<file path="src/rtl/arith_sequencer.sv">
// rtl/arith_sequencer.sv - request/response sequencer for single-cycle ADD/SUB/INC/DEC,
// bit-serial shift-add MUL and restoring DIV on a WORD_SIZE datapath.
package opcodes;
  localparam logic [4:0] OP_ADD = 5'd0;
  localparam logic [4:0] OP_SUB = 5'd1;
  localparam logic [4:0] OP_MUL = 5'd2;
  localparam logic [4:0] OP_DIV = 5'd3;
  localparam logic [4:0] OP_INC = 5'd4;
  localparam logic [4:0] OP_DEC = 5'd5;
endpackage

module arith_sequencer
  import opcodes::*;
#(
  parameter int WORD_SIZE    = 19,
  parameter int OPCODE_WIDTH = 5
) (
  input  logic                    clk,
  input  logic                    rst,
  input  logic                    req_valid,
  output logic                    req_ready,
  input  logic [OPCODE_WIDTH-1:0] req_opcode,
  input  logic [WORD_SIZE-1:0]    req_op_a,
  input  logic [WORD_SIZE-1:0]    req_op_b,
  output logic                    rsp_valid,
  input  logic                    rsp_ready,
  output logic [WORD_SIZE-1:0]    rsp_result,
  output logic [WORD_SIZE-1:0]    rsp_remainder,
  output logic                    rsp_error,
  output logic                    busy
);

  localparam int CW = $clog2(WORD_SIZE);

  typedef enum logic [1:0] {IDLE, MUL_ITER, DIV_ITER, RESP} state_t;

  state_t               state_q, state_d;
  logic [WORD_SIZE-1:0] mcand_q, mcand_d;
  logic [WORD_SIZE-1:0] mplier_q, mplier_d;
  logic [WORD_SIZE-1:0] acc_q, acc_d;
  logic [WORD_SIZE-1:0] quot_q, quot_d;
  logic [WORD_SIZE-1:0] divisor_q, divisor_d;
  logic [WORD_SIZE-1:0] rem_q, rem_d;
  logic [CW-1:0]        cnt_q, cnt_d;
  logic [WORD_SIZE-1:0] result_q, result_d;
  logic [WORD_SIZE-1:0] remainder_q, remainder_d;
  logic                 error_q, error_d;
  logic                 valid_q, valid_d;

  logic                 accept;
  logic                 last_iter;
  logic                 op_single, op_mul, op_div, div_zero;
  logic [WORD_SIZE-1:0] single_res;
  logic [WORD_SIZE-1:0] acc_nx, quot_nx, rem_nx;
  logic [WORD_SIZE:0]   rem_shift;
  logic                 rem_ge;

  assign accept    = req_valid && req_ready;
  assign last_iter = (cnt_q == '0);

  always_comb begin : decode
    op_single  = 1'b0;
    op_mul     = 1'b0;
    op_div     = 1'b0;
    single_res = '0;
    div_zero   = (req_op_b == '0);
    case (req_opcode)
      OPCODE_WIDTH'(OP_ADD): begin op_single = 1'b1; single_res = req_op_a + req_op_b; end
      OPCODE_WIDTH'(OP_SUB): begin op_single = 1'b1; single_res = req_op_a - req_op_b; end
      OPCODE_WIDTH'(OP_INC): begin op_single = 1'b1; single_res = req_op_a + WORD_SIZE'(1); end
      OPCODE_WIDTH'(OP_DEC): begin op_single = 1'b1; single_res = req_op_a - WORD_SIZE'(1); end
      OPCODE_WIDTH'(OP_MUL): op_mul = 1'b1;
      OPCODE_WIDTH'(OP_DIV): op_div = 1'b1;
      default: ;
    endcase
  end

  always_ff @(posedge clk) begin : state_reg
    if (rst) state_q <= IDLE;
    else     state_q <= state_d;
  end

  always_comb begin : next_state
    state_d = state_q;
    case (state_q)
      IDLE: begin
        if (accept) begin
          if (op_mul)                  state_d = MUL_ITER;
          else if (op_div && !div_zero) state_d = DIV_ITER;
          else                         state_d = RESP;
        end
      end
      MUL_ITER: if (last_iter) state_d = RESP;
      DIV_ITER: if (last_iter) state_d = RESP;
      RESP:     if (valid_q && rsp_ready) state_d = IDLE;
      default:  state_d = IDLE;
    endcase
  end

  always_comb begin : outputs
    req_ready     = (state_q == IDLE) && !rst;
    busy          = (state_q != IDLE);
    rsp_valid     = valid_q;
    rsp_result    = result_q;
    rsp_remainder = remainder_q;
    rsp_error     = error_q;
  end

  // Restoring step: the shifted partial remainder needs one extra bit before the compare.
  always_comb begin : datapath
    mcand_d     = mcand_q;
    mplier_d    = mplier_q;
    acc_d       = acc_q;
    quot_d      = quot_q;
    divisor_d   = divisor_q;
    rem_d       = rem_q;
    cnt_d       = cnt_q;
    result_d    = result_q;
    remainder_d = remainder_q;
    error_d     = error_q;
    valid_d     = valid_q;

    acc_nx    = mplier_q[0] ? (acc_q + mcand_q) : acc_q;
    rem_shift = {rem_q, quot_q[WORD_SIZE-1]};
    rem_ge    = (rem_shift >= {1'b0, divisor_q});
    rem_nx    = rem_ge ? WORD_SIZE'(rem_shift - {1'b0, divisor_q}) : rem_shift[WORD_SIZE-1:0];
    quot_nx   = {quot_q[WORD_SIZE-2:0], rem_ge};

    case (state_q)
      IDLE: begin
        if (accept) begin
          result_d    = '0;
          remainder_d = '0;
          error_d     = 1'b0;
          if (op_mul) begin
            mcand_d  = req_op_a;
            mplier_d = req_op_b;
            acc_d    = '0;
            cnt_d    = CW'(WORD_SIZE - 1);
          end else if (op_div && !div_zero) begin
            quot_d    = req_op_a;
            divisor_d = req_op_b;
            rem_d     = '0;
            cnt_d     = CW'(WORD_SIZE - 1);
          end else if (op_div) begin
            result_d    = '1;
            remainder_d = req_op_a;
            error_d     = 1'b1;
            valid_d     = 1'b1;
          end else if (op_single) begin
            result_d = single_res;
            valid_d  = 1'b1;
          end else begin
            error_d = 1'b1;
            valid_d = 1'b1;
          end
        end
      end
      MUL_ITER: begin
        acc_d    = acc_nx;
        mcand_d  = mcand_q << 1;
        mplier_d = mplier_q >> 1;
        cnt_d    = cnt_q - CW'(1);
        if (last_iter) begin
          result_d = acc_nx;
          valid_d  = 1'b1;
        end
      end
      DIV_ITER: begin
        rem_d  = rem_nx;
        quot_d = quot_nx;
        cnt_d  = cnt_q - CW'(1);
        if (last_iter) begin
          result_d    = quot_nx;
          remainder_d = rem_nx;
          valid_d     = 1'b1;
        end
      end
      RESP: if (valid_q && rsp_ready) valid_d = 1'b0;
      default: ;
    endcase
  end

  always_ff @(posedge clk) begin : datapath_reg
    if (rst) begin
      mcand_q     <= '0;
      mplier_q    <= '0;
      acc_q       <= '0;
      quot_q      <= '0;
      divisor_q   <= '0;
      rem_q       <= '0;
      cnt_q       <= '0;
      result_q    <= '0;
      remainder_q <= '0;
      error_q     <= 1'b0;
      valid_q     <= 1'b0;
    end else begin
      mcand_q     <= mcand_d;
      mplier_q    <= mplier_d;
      acc_q       <= acc_d;
      quot_q      <= quot_d;
      divisor_q   <= divisor_d;
      rem_q       <= rem_d;
      cnt_q       <= cnt_d;
      result_q    <= result_d;
      remainder_q <= remainder_d;
      error_q     <= error_d;
      valid_q     <= valid_d;
    end
  end

endmodule

</file>
<file path="config.mk">
export PLATFORM = sky130hd
export DESIGN_NAME = arith_sequencer
export DESIGN_NICKNAME = d
export VERILOG_FILES = /design/src/rtl/arith_sequencer.sv
export SDC_FILE = /design/constraint.sdc
export NUM_CORES = 1
export LEC_CHECK = 0
export CAP_MARGIN = 20
export CORE_ASPECT_RATIO = 0.5
export CORE_MARGIN = 3
export CORE_UTILIZATION = 40
export CTS_BUF_LIST = sky130_fd_sc_hd__clkbuf_2 sky130_fd_sc_hd__clkbuf_4 sky130_fd_sc_hd__clkbuf_8
export CTS_CLUSTER_DIAMETER = 40
export DETAILED_ROUTE_END_ITERATION = 8
export PLACE_DENSITY = 0.6
export SLEW_MARGIN = 0
export SYNTH_ARGS = -nofsm -noshare
export SYNTH_HDL_FRONTEND = slang
export SYNTH_SLANG_ARGS = --single-unit
</file>
<file path="constraint.sdc">
create_clock -name clk -period 4.3 [get_ports clk]
set_clock_uncertainty 0.15 [all_clocks]
set_input_delay 0.86 -clock clk [delete_from_list [all_inputs] [get_ports clk]]
set_output_delay 0.86 -clock clk [all_outputs]
set_load 0.02 [all_outputs]
</file>
# Word level (Yosys, flattened, before mapping)
# Index checks and enable logic that the tools add are counted.
[totals]
register_bits = 161
wordCells = 122
output_inout_bits = 42
[op_classes]
n_eq_ne = 18
muxes = 57
addsub = 7
bitwise_logic = 1
reduce_logical = 26
magnitude_cmp = 1
[ops]
columns = ["cell", "n"]
rows = [
  ["$mux 19", 26],
  ["$pmux 19 s2", 6],
  ["$pmux 19 s4", 1],
  ["$pmux 19 s3", 1],
  ["$add 19x19->19", 2],
  ["$sub 19x19->19", 2],
  ["$ge 20x19->1", 1],
  ["$add 19x1->19 const B", 1],
  ["$logic_not 19->1", 1],
  ["$sub 19x1->19 const B", 1],
  ["$ne 2x2->1 const B", 8],
  ["$mux 5", 3],
  ["$mux 1", 13],
  ["$reduce_and 3->1", 4],
  ["$reduce_and 4->1", 3],
  ["$eq 5x2->1 const B", 2],
  ["$eq 5x3->1 const B", 2],
  ["$logic_not 5->1", 2],
  ["$pmux 5 s2", 1],
  ["$mux 2", 4],
  ["$reduce_bool 2->1", 4],
  ["$pmux 2 s3", 1],
  ["$eq 5x1->1 const B", 1],
  ["$reduce_and 5->1", 1],
  ["14 further kinds", 19],
]

# Logic depth before layout (Yosys ltp)
# Gate-level depths: netlist (run 1).
[depth]
word_depth = 9
depth_mapped = 17
ltp_nobuf = 16

# Least setup slack after synthesis (run 1)
# OpenSTA, ideal clock, no wires.
[synth_path]
path_type = "input-to-reg"
from = "input req_op_b[0]"
to = "register result_q[18] (netlist: rsp_result[18])"
stages = 14
arrival_time_ps = 4314
t_required_ps = 4059
n_path_buf = 0
setup_ps = 91
setup_slack_ps = -255
cell_sequence = "or3_1 > nor3_1 > nand3b_1 > or3_1 > o311a_1 > or3_1 > ha_1 > a21o_1 > a2111o_1 > a21o_1 > a31oi_1 > xnor2_1 > nand2_1 > a311oi_1"
[synth_via]
elab_chain_len = 8
word_cells_on_any_way = 12
[synth_rtl]
columns = ["element", "line", "source"]
rows = [
  ["start: declaration", "24", "input logic [WORD_SIZE-1:0] req_op_b,"],
  ["$sub 19x19->19 / $add 19x19->19 (equally long branches)", "69, 68", ""],
  ["$pmux 19 s4", "67", "case (req_opcode)"],
  ["$mux 19", "150", "end else if (op_single) begin"],
  ["$mux 19", "145", "end else if (op_div) begin"],
  ["$mux 19 (*)", "140", "end else if (op_div && !div_zero) begin"],
  ["$mux 19 (*)", "135", "if (op_mul) begin"],
  ["$mux 19 (*)", "131", "if (accept) begin"],
  ["$pmux 19 s3 (*)", "129", "case (state_q)"],
  ["end signal: assignment", "205", "result_q <= result_d;"],
  ["end: declaration", "45", "logic [WORD_SIZE-1:0] result_q, result_d;"],
]
# Mark *: on every way between the ends. The rest lies on a longest branch, timed or not. The select of a mux whose other input is x is not followed.
# A chain may end at the register's enable or synchronous reset.

# Worst setup path after layout (run 1)
[layout_path]
from = "input req_opcode[4]"
to = "register result_q[8] (netlist: rsp_result[8])"
[layout_via]
elab_chain_len = 9
word_cells_on_any_way = 18
[layout_rtl]
columns = ["element", "line", "source"]
rows = [
  ["start: declaration", "22", "input logic [OPCODE_WIDTH-1:0] req_opcode,"],
  ["$eq 5x3->1, or another cell as far along", "67", ""],
  ["$reduce_or 4->1 (no source line)", "--", ""],
  ["$mux 1", "67", ""],
  ["$mux 19", "150", ""],
  ["$mux 19", "145", ""],
  ["$mux 19", "140", ""],
  ["$mux 19 (*)", "135", ""],
  ["$mux 19 (*)", "131", ""],
  ["$pmux 19 s3 (*)", "129", ""],
]
# Marks and branches as above.

==> reports/qor.yml, run 1 <==
drt_iter0_drc: 1072
max_cap_violations: 0
cp-endpoint: "rsp_result[8]"
async_flop_share_pct: 0
cellLeakagePower_nw: 4.942
cts_tree: "built"
post-route-util_pct: 50.99
seqPwrFrac_pct: 33.8
r2r_slack_ps: 890
stdcell_area_um2: 13080
internal_power_w: 0.003328
path_class: "primary input to flop"
fill_cells: 2529
seqCellArea_um2: 3223
min_period_ps: 4174
dr_wl_met2_um: 15390
p_sw_w: 0.002427
maxSlewViolCount: 0
fp.dieH_um: 121.3
hold_viol_final: 0
fmax_ghz: 0.2396
synth_seq_cells: 161
clkPwrFrac_pct: 18.4
hold_buffers: 0
critPathMaxFanout: 4
yosysWarnings: 0
hp-class: "flop to flop"
slew_headroom_pct: 33.17
p_comb_share_pct: 47.8
vias_per_cell: 5.779
grt_pass1_vias: 10000
start_util_pct: 41.47
worstSetupEndpointType: "flop"
fin_cells: 1870
drtAntennaViolNets: 0
setup_tns_ps: 0
grt_start_max_net_pins: 88
total_power_w: 0.005755
top_layer_used: "met4"
clock_latency_ps: 500
fp.coreArea_um2: 25650
numPortBuffers: 88
met3_length_um: 2729
synth_nets: 1481
fp.dieArea_um2: 28710
wl_per_cell_um: 19.51
cp.required_ps: 4490
place.detailed.hpwl_um: 27410
ctsRootBufferMaster: "clkbuf_8"
grt_usage_pct: 25.07
grt_pass1_wl_um: 56040
syn_avg_cell_area_um2: 7.770
status: "finished clean"
finalCritPeriodShare_pct: 97.08
routed_wl_um: 36480
wl_met1_um: 17660
tightestPinTransition_ps: 1001
reg2reg_depth: 14
antenna_found_initial: 1
cts_max_level: 4
dieWidth_um: 236.6
grt-ovfl-total: 0
crit_arrival_ps: 4370
critPathLaunch: "req_opcode[4]"
route.detailed.drc: 0
vdd_ir_drop_max_mv: 0.2486
place_area_um2: 12670
cts_max_path_buffers: 2
synth_edf_count: 0
start_kind: "primary input"
dp.cells: 1838
final_layout_size_suffix_gt1_share_pct: 13.11
row_count: 41
syn_area_um2: 10640
swShare_pct: 42.17
r2r_start: "quot_q[18]"
synth-main-ff-cell: "dfxtp_1"
place.gp.congestion: 0.9168
io_pins: 89
synthesis.instances: 1369
multiInputGateArea_um2: 6964
timing.rr.end: "rsp_remainder[8]"
ys_types: 66
clk_pin_slew_worst_paths_ps: 90
nets: 1627
powerDensity_nw_per_um2: 440.1
finalSetupViolCount: 0
clock-sinks: 161
area_growth_pct: 22.94
yosysSeqAreaShare_pct: 30.30
cts_buffers: 17
drtPass1Iterations: 5
num_vias: 10810
[registers in the layout, summed over array words and instances, names as in the netlist]
register	count
mplier_q	19
quot_q	19
rem_q	19
rsp_remainder	19
rsp_error	1
acc_q	19
rsp_valid	1
mcand_q	19
cnt_q	5
divisor_q	19
rsp_result	19
state_q	2
[cells by family after synthesis]
logic type / Yosys count / share of synthesized area, %
simple gates: 464 / 19.50
xor+xnor: 42 / 3.458
compound gates: 414 / 25.81
fa+ha+maj: 65 / 7.857
mux: 82 / 7.833
buf+inv: 141 / 5.246
flops: 161 / 30.30
[repair_timing]
action | 4_1_cts | 5_1_grt
setup buffers | 1 | 1
endpoints found under the hold margin | 0 | 0
pin swaps | 9 | 10
gates resized for setup | 3 | 18
setup endpoints to repair | 5 | 9
[worst max-delay path, cell delays in order]
cell             delay, ps
clkdlybuf4s50_1        420
or3_1                  460
nor2_1                 170
o22ai_2                110
buf_4                  150
fa_1                   420
a211oi_1               310
buf_4                  180
o21bai_1                70
a21o_1                 190
a21o_1                 180
a211o_1                280
a31oi_1                240
o311ai_0               140
o21ai_0                110
a21oi_1                 90
[power by group through the flow]
stage	combinational, W	sequential (W)	clock (W)
finish	0.00275	0.00194	0.00106
global route	0.00300	0.00197	0.00113
CTS	0.00272	0.00194	0.00108
detailed placement	0.00271	0.00198	0
global placement	0.00266	0.00197	0
floorplan	0.00165	0.00204	0
[final cells by class]
type | count | share of cell area (%)
Antenna cell | 1 | 0.01914
Clock buffer | 23 | 2.373
Clock inverter | 6 | 0.2488
Inverter | 54 | 1.550
Multi-Input combinational cell | 1067 | 53.25
Sequential cell | 161 | 24.65
Tap cell | 344 | 3.291
Timing Repair Buffer | 214 | 14.62
[metal layers]
layer | GRT usage (%) | vias to the layer above
met1 | 36.95 | 5136
met4 | 7.353 | 0
met2 | 36.87 | 357
met5 | 0 | -
li1 | - | 5276
met3 | 4.837 | 38
[worst min-delay path by stage]
stage                      start           end  cells after the start
CTS                    rsp_error     rsp_error                      2
global route           rsp_error     rsp_error                      2
finish                 rsp_error     rsp_error                      2
global placement       rsp_error     rsp_error                      2
detailed placement     rsp_error     rsp_error                      2
floorplan           mplier_q[18]  mplier_q[18]                      2
[layout by cell type (no fill, tap or decap), types with 16 or more instances in the layout]
| master | netlist | layout |
|---|---|---|
| clkdlybuf4s50_1 | 0 | 84 |
| nor2_1 | 187 | 185 |
| inv_1 | 54 | 54 |
| nand2_1 | 138 | 137 |
| buf_4 | 1 | 120 |
| a21o_1 | 16 | 16 |
| dfxtp_1 | 161 | 161 |
| o21ai_0 | 56 | 52 |
| xor2_1 | 17 | 17 |
| a31oi_1 | 26 | 25 |
| nand3_1 | 32 | 32 |
| ha_1 | 62 | 59 |
| a21oi_1 | 110 | 109 |
| nor3_1 | 23 | 21 |
| mux2i_1 | 72 | 72 |
| xnor2_1 | 25 | 25 |
| a311oi_1 | 20 | 20 |
| a211oi_1 | 76 | 75 |
| clkbuf_8 | 0 | 22 |
[cell usage after synthesis, types with 7 or more instances]
| library cell | count | share of area (%) |
|---|---|---|
| o21ai_0 | 56 | 2.6 |
| ha_1 | 62 | 7.3 |
| o31ai_1 | 7 | 0.49 |
| buf_1 | 7 | 0.25 |
| mux2_2 | 10 | 1.1 |
| xnor2_1 | 25 | 2.1 |
| clkbuf_1 | 69 | 2.4 |
| nand3b_1 | 7 | 0.49 |
| o22ai_1 | 7 | 0.41 |
| a22oi_1 | 10 | 0.71 |
| nor3_1 | 23 | 1.1 |
| a21o_1 | 16 | 1.1 |
| o21a_1 | 13 | 0.92 |
| buf_2 | 8 | 0.38 |
| inv_1 | 54 | 1.9 |
| nor2_1 | 187 | 6.6 |
| o211ai_1 | 14 | 0.99 |
| a21oi_1 | 110 | 5.2 |
| mux2i_1 | 72 | 6.8 |
| nand2b_1 | 9 | 0.53 |
| a311oi_1 | 20 | 1.6 |
| a31oi_1 | 26 | 1.5 |
| xor2_1 | 17 | 1.4 |
| nand4_1 | 7 | 0.41 |
| dfxtp_1 | 161 | 30 |
| or3_1 | 14 | 0.82 |
| a211oi_1 | 76 | 5.4 |
| nor2b_1 | 13 | 0.76 |
| nand2_1 | 138 | 4.9 |
| and3_1 | 10 | 0.59 |
| nand3_1 | 32 | 1.5 |
[stage by stage]
step | hold slack [ps] | setup slack, ps
global placement | 289.8 | -753.0
detailed placement | 304.6 | -758.0
finish | 315.2 | 125.6
CTS | 314.9 | 5.959
floorplan | 281.6 | -87.74
global route | 334.1 | -17.22
Power figures use the tool's default switching activity.
==> inputs of run 2 (changes only) <==
- RECOVER_POWER: default -> 25
==> run 2 against run 1 <==
  * Clock-buffer cell count unchanged
  * Sequential power about the same
  * Utilization about the same
  * Combinational power about the same
  * Clock power about the same
  * Sequential share of layout area about the same
  * Routed wire length up 0.23%
  * Maximum frequency up 0.11%
  * Via count unchanged
  * Die area unchanged
  * Critical path depth unchanged
  * Critical path type unchanged
  * Critical endpoint unchanged
==> reports/qor.yml, run 2 (synthesis gave the netlist of run 1 again) <==
status: "finished clean"
antenna_found_initial: 1
numPortBuffers: 88
dieWidth_um: 236.6
powerDensity_nw_per_um2: 437.3
cts_tree: "built"
min_period_ps: 4170
critPathMaxFanout: 4
vias_per_cell: 5.779
max_cap_violations: 0
area_growth_pct: 22.90
clock-sinks: 161
path_class: "primary input to flop"
setup_tns_ps: 0
nets: 1627
io_pins: 89
row_count: 41
drt_iter0_drc: 1047
start_util_pct: 41.47
cts_buffers: 17
routed_wl_um: 36560
fp.dieH_um: 121.3
drtAntennaViolNets: 0
maxSlewViolCount: 0
total_power_w: 0.005718
hp-class: "flop to flop"
grt_usage_pct: 25.07
final_layout_size_suffix_gt1_share_pct: 12.98
r2r_start: "state_q[1]"
hold_path_startpoint: "rsp_error"
ctsRootBufferMaster: "clkbuf_8"
grt_start_max_net_pins: 88
reg2reg_depth: 9
layout_commonest_cell: "nor2_1"
fmax_ghz: 0.2398
grt_pass1_wl_um: 56040
tightestPinTransition_ps: 1124
clk_pin_slew_worst_paths_ps: 90
drtPass1Iterations: 8
cellLeakagePower_nw: 5.042
r2r_slack_ps: 580
vdd_ir_drop_max_mv: 0.2492
post-route-util_pct: 50.97
wl_per_cell_um: 19.55
route.detailed.drc: 0
finalCritPeriodShare_pct: 96.97
timing.rr.end: "acc_q[1]"
clock_latency_ps: 500
num_vias: 10810
place.detailed.hpwl_um: 27410
cp.required_ps: 4500
fp.dieArea_um2: 28710
worstSetupEndpointType: "flop"
hold_viol_final: 0
start_kind: "primary input"
whs_endpoint: "rsp_error"
fp.coreArea_um2: 25650
final_cell_mix: "nor2_1 (185), dfxtp_1 (161), nand2_1 (137)"
crit_arrival_ps: 4370
grt-ovfl-total: 0
grt_pass1_vias: 10000
slew_headroom_pct: 25.09
setup_ws_ps: 130.1
cts_max_level: 4
place.gp.congestion: 0.9168
dp_slack_ps: -758.0
cts_max_path_buffers: 2
finalSetupViolCount: 0
worst_hold_path.num_cells: 2
run 2: power breakdown:
part / switching [W] / leakage [nW] / internal, W
sequential: 0.000184 / 1.31 / 0.00176
combinational: 0.00165 / 3.55 / 0.00107
clock: 0.000590 / 0.182 / 0.000467
run 2: timing repair:
item / CTS / global route
setup buffers: 1 / 1
gates resized for setup: 3 / 18
endpoints found under the setup margin: 5 / 9
hold buffers: 0 / 0
pin swaps: 9 / 10
run 2: stage by stage:
| stage | std cells | hold slack (ps) | cell area [um^2] |
|---|---|---|---|
| finish | 1870 | 310.8 | 13070 |
| global route | 1870 | 331.1 | 13070 |
| CTS | 1868 | 314.9 | 13030 |
| detailed placement | 1838 | 304.6 | 12670 |
| global placement | 1838 | 289.8 | 12670 |
| floorplan | 1369 | 281.6 | 10670 |
run 2: critical path, cell delays in order:
cell and delay, ps:
clkdlybuf4s50_1 420, or3_1 460, nor2_1 170, o22ai_2 110, buf_4 150, fa_1 420, a211oi_1 310, buf_4 180
o21bai_1 70, a21o_1 190, a21o_1 180, a211o_1 280, a31oi_1 240, o311ai_0 140, o21ai_0 110, a21oi_1 90
run 2: final cells by class:
| class | instances | area (um^2) |
|---|---|---|
| Fill cell | 2531 | 12580 |
| Multi-Input combinational cell | 1067 | 6964 |
| Sequential cell | 161 | 3223 |
| Timing Repair Buffer | 214 | 1908 |
| Tap cell | 344 | 430.4 |
| Clock buffer | 23 | 310.3 |
| Inverter | 54 | 202.7 |
| Clock inverter | 6 | 32.53 |
| Antenna cell | 1 | 2.502 |
run 2: how the worst max path moves through the flow:
| stage | to | slack (ps) | cells after the start | from |
|---|---|---|---|---|
| 2_1_floorplan | rsp_result[18] | -90 | 16 | req_op_b[0] |
| 3_3_place_gp | rsp_result[18] | -750 | 15 | req_op_b[0] |
| 3_5_place_dp | rsp_result[18] | -760 | 15 | req_op_b[0] |
| 4_1_cts | rsp_result[17] | 6 | 16 | req_op_b[2] |
| 5_1_grt | rsp_result[16] | -20 | 16 | req_opcode[4] |
| 6_report | rsp_result[8] | 130 | 16 | req_opcode[4] |
run 2: layer usage:
metal / up-vias / global-route usage, % / share of wire [%]
met3: 36 / 4.837 / 7.8
li1: 5281 / - / -
met1: 5128 / 36.95 / 48
met2: 362 / 36.87 / 42
met4: 0 / 7.353 / 1.8
met5: - / 0 / 0
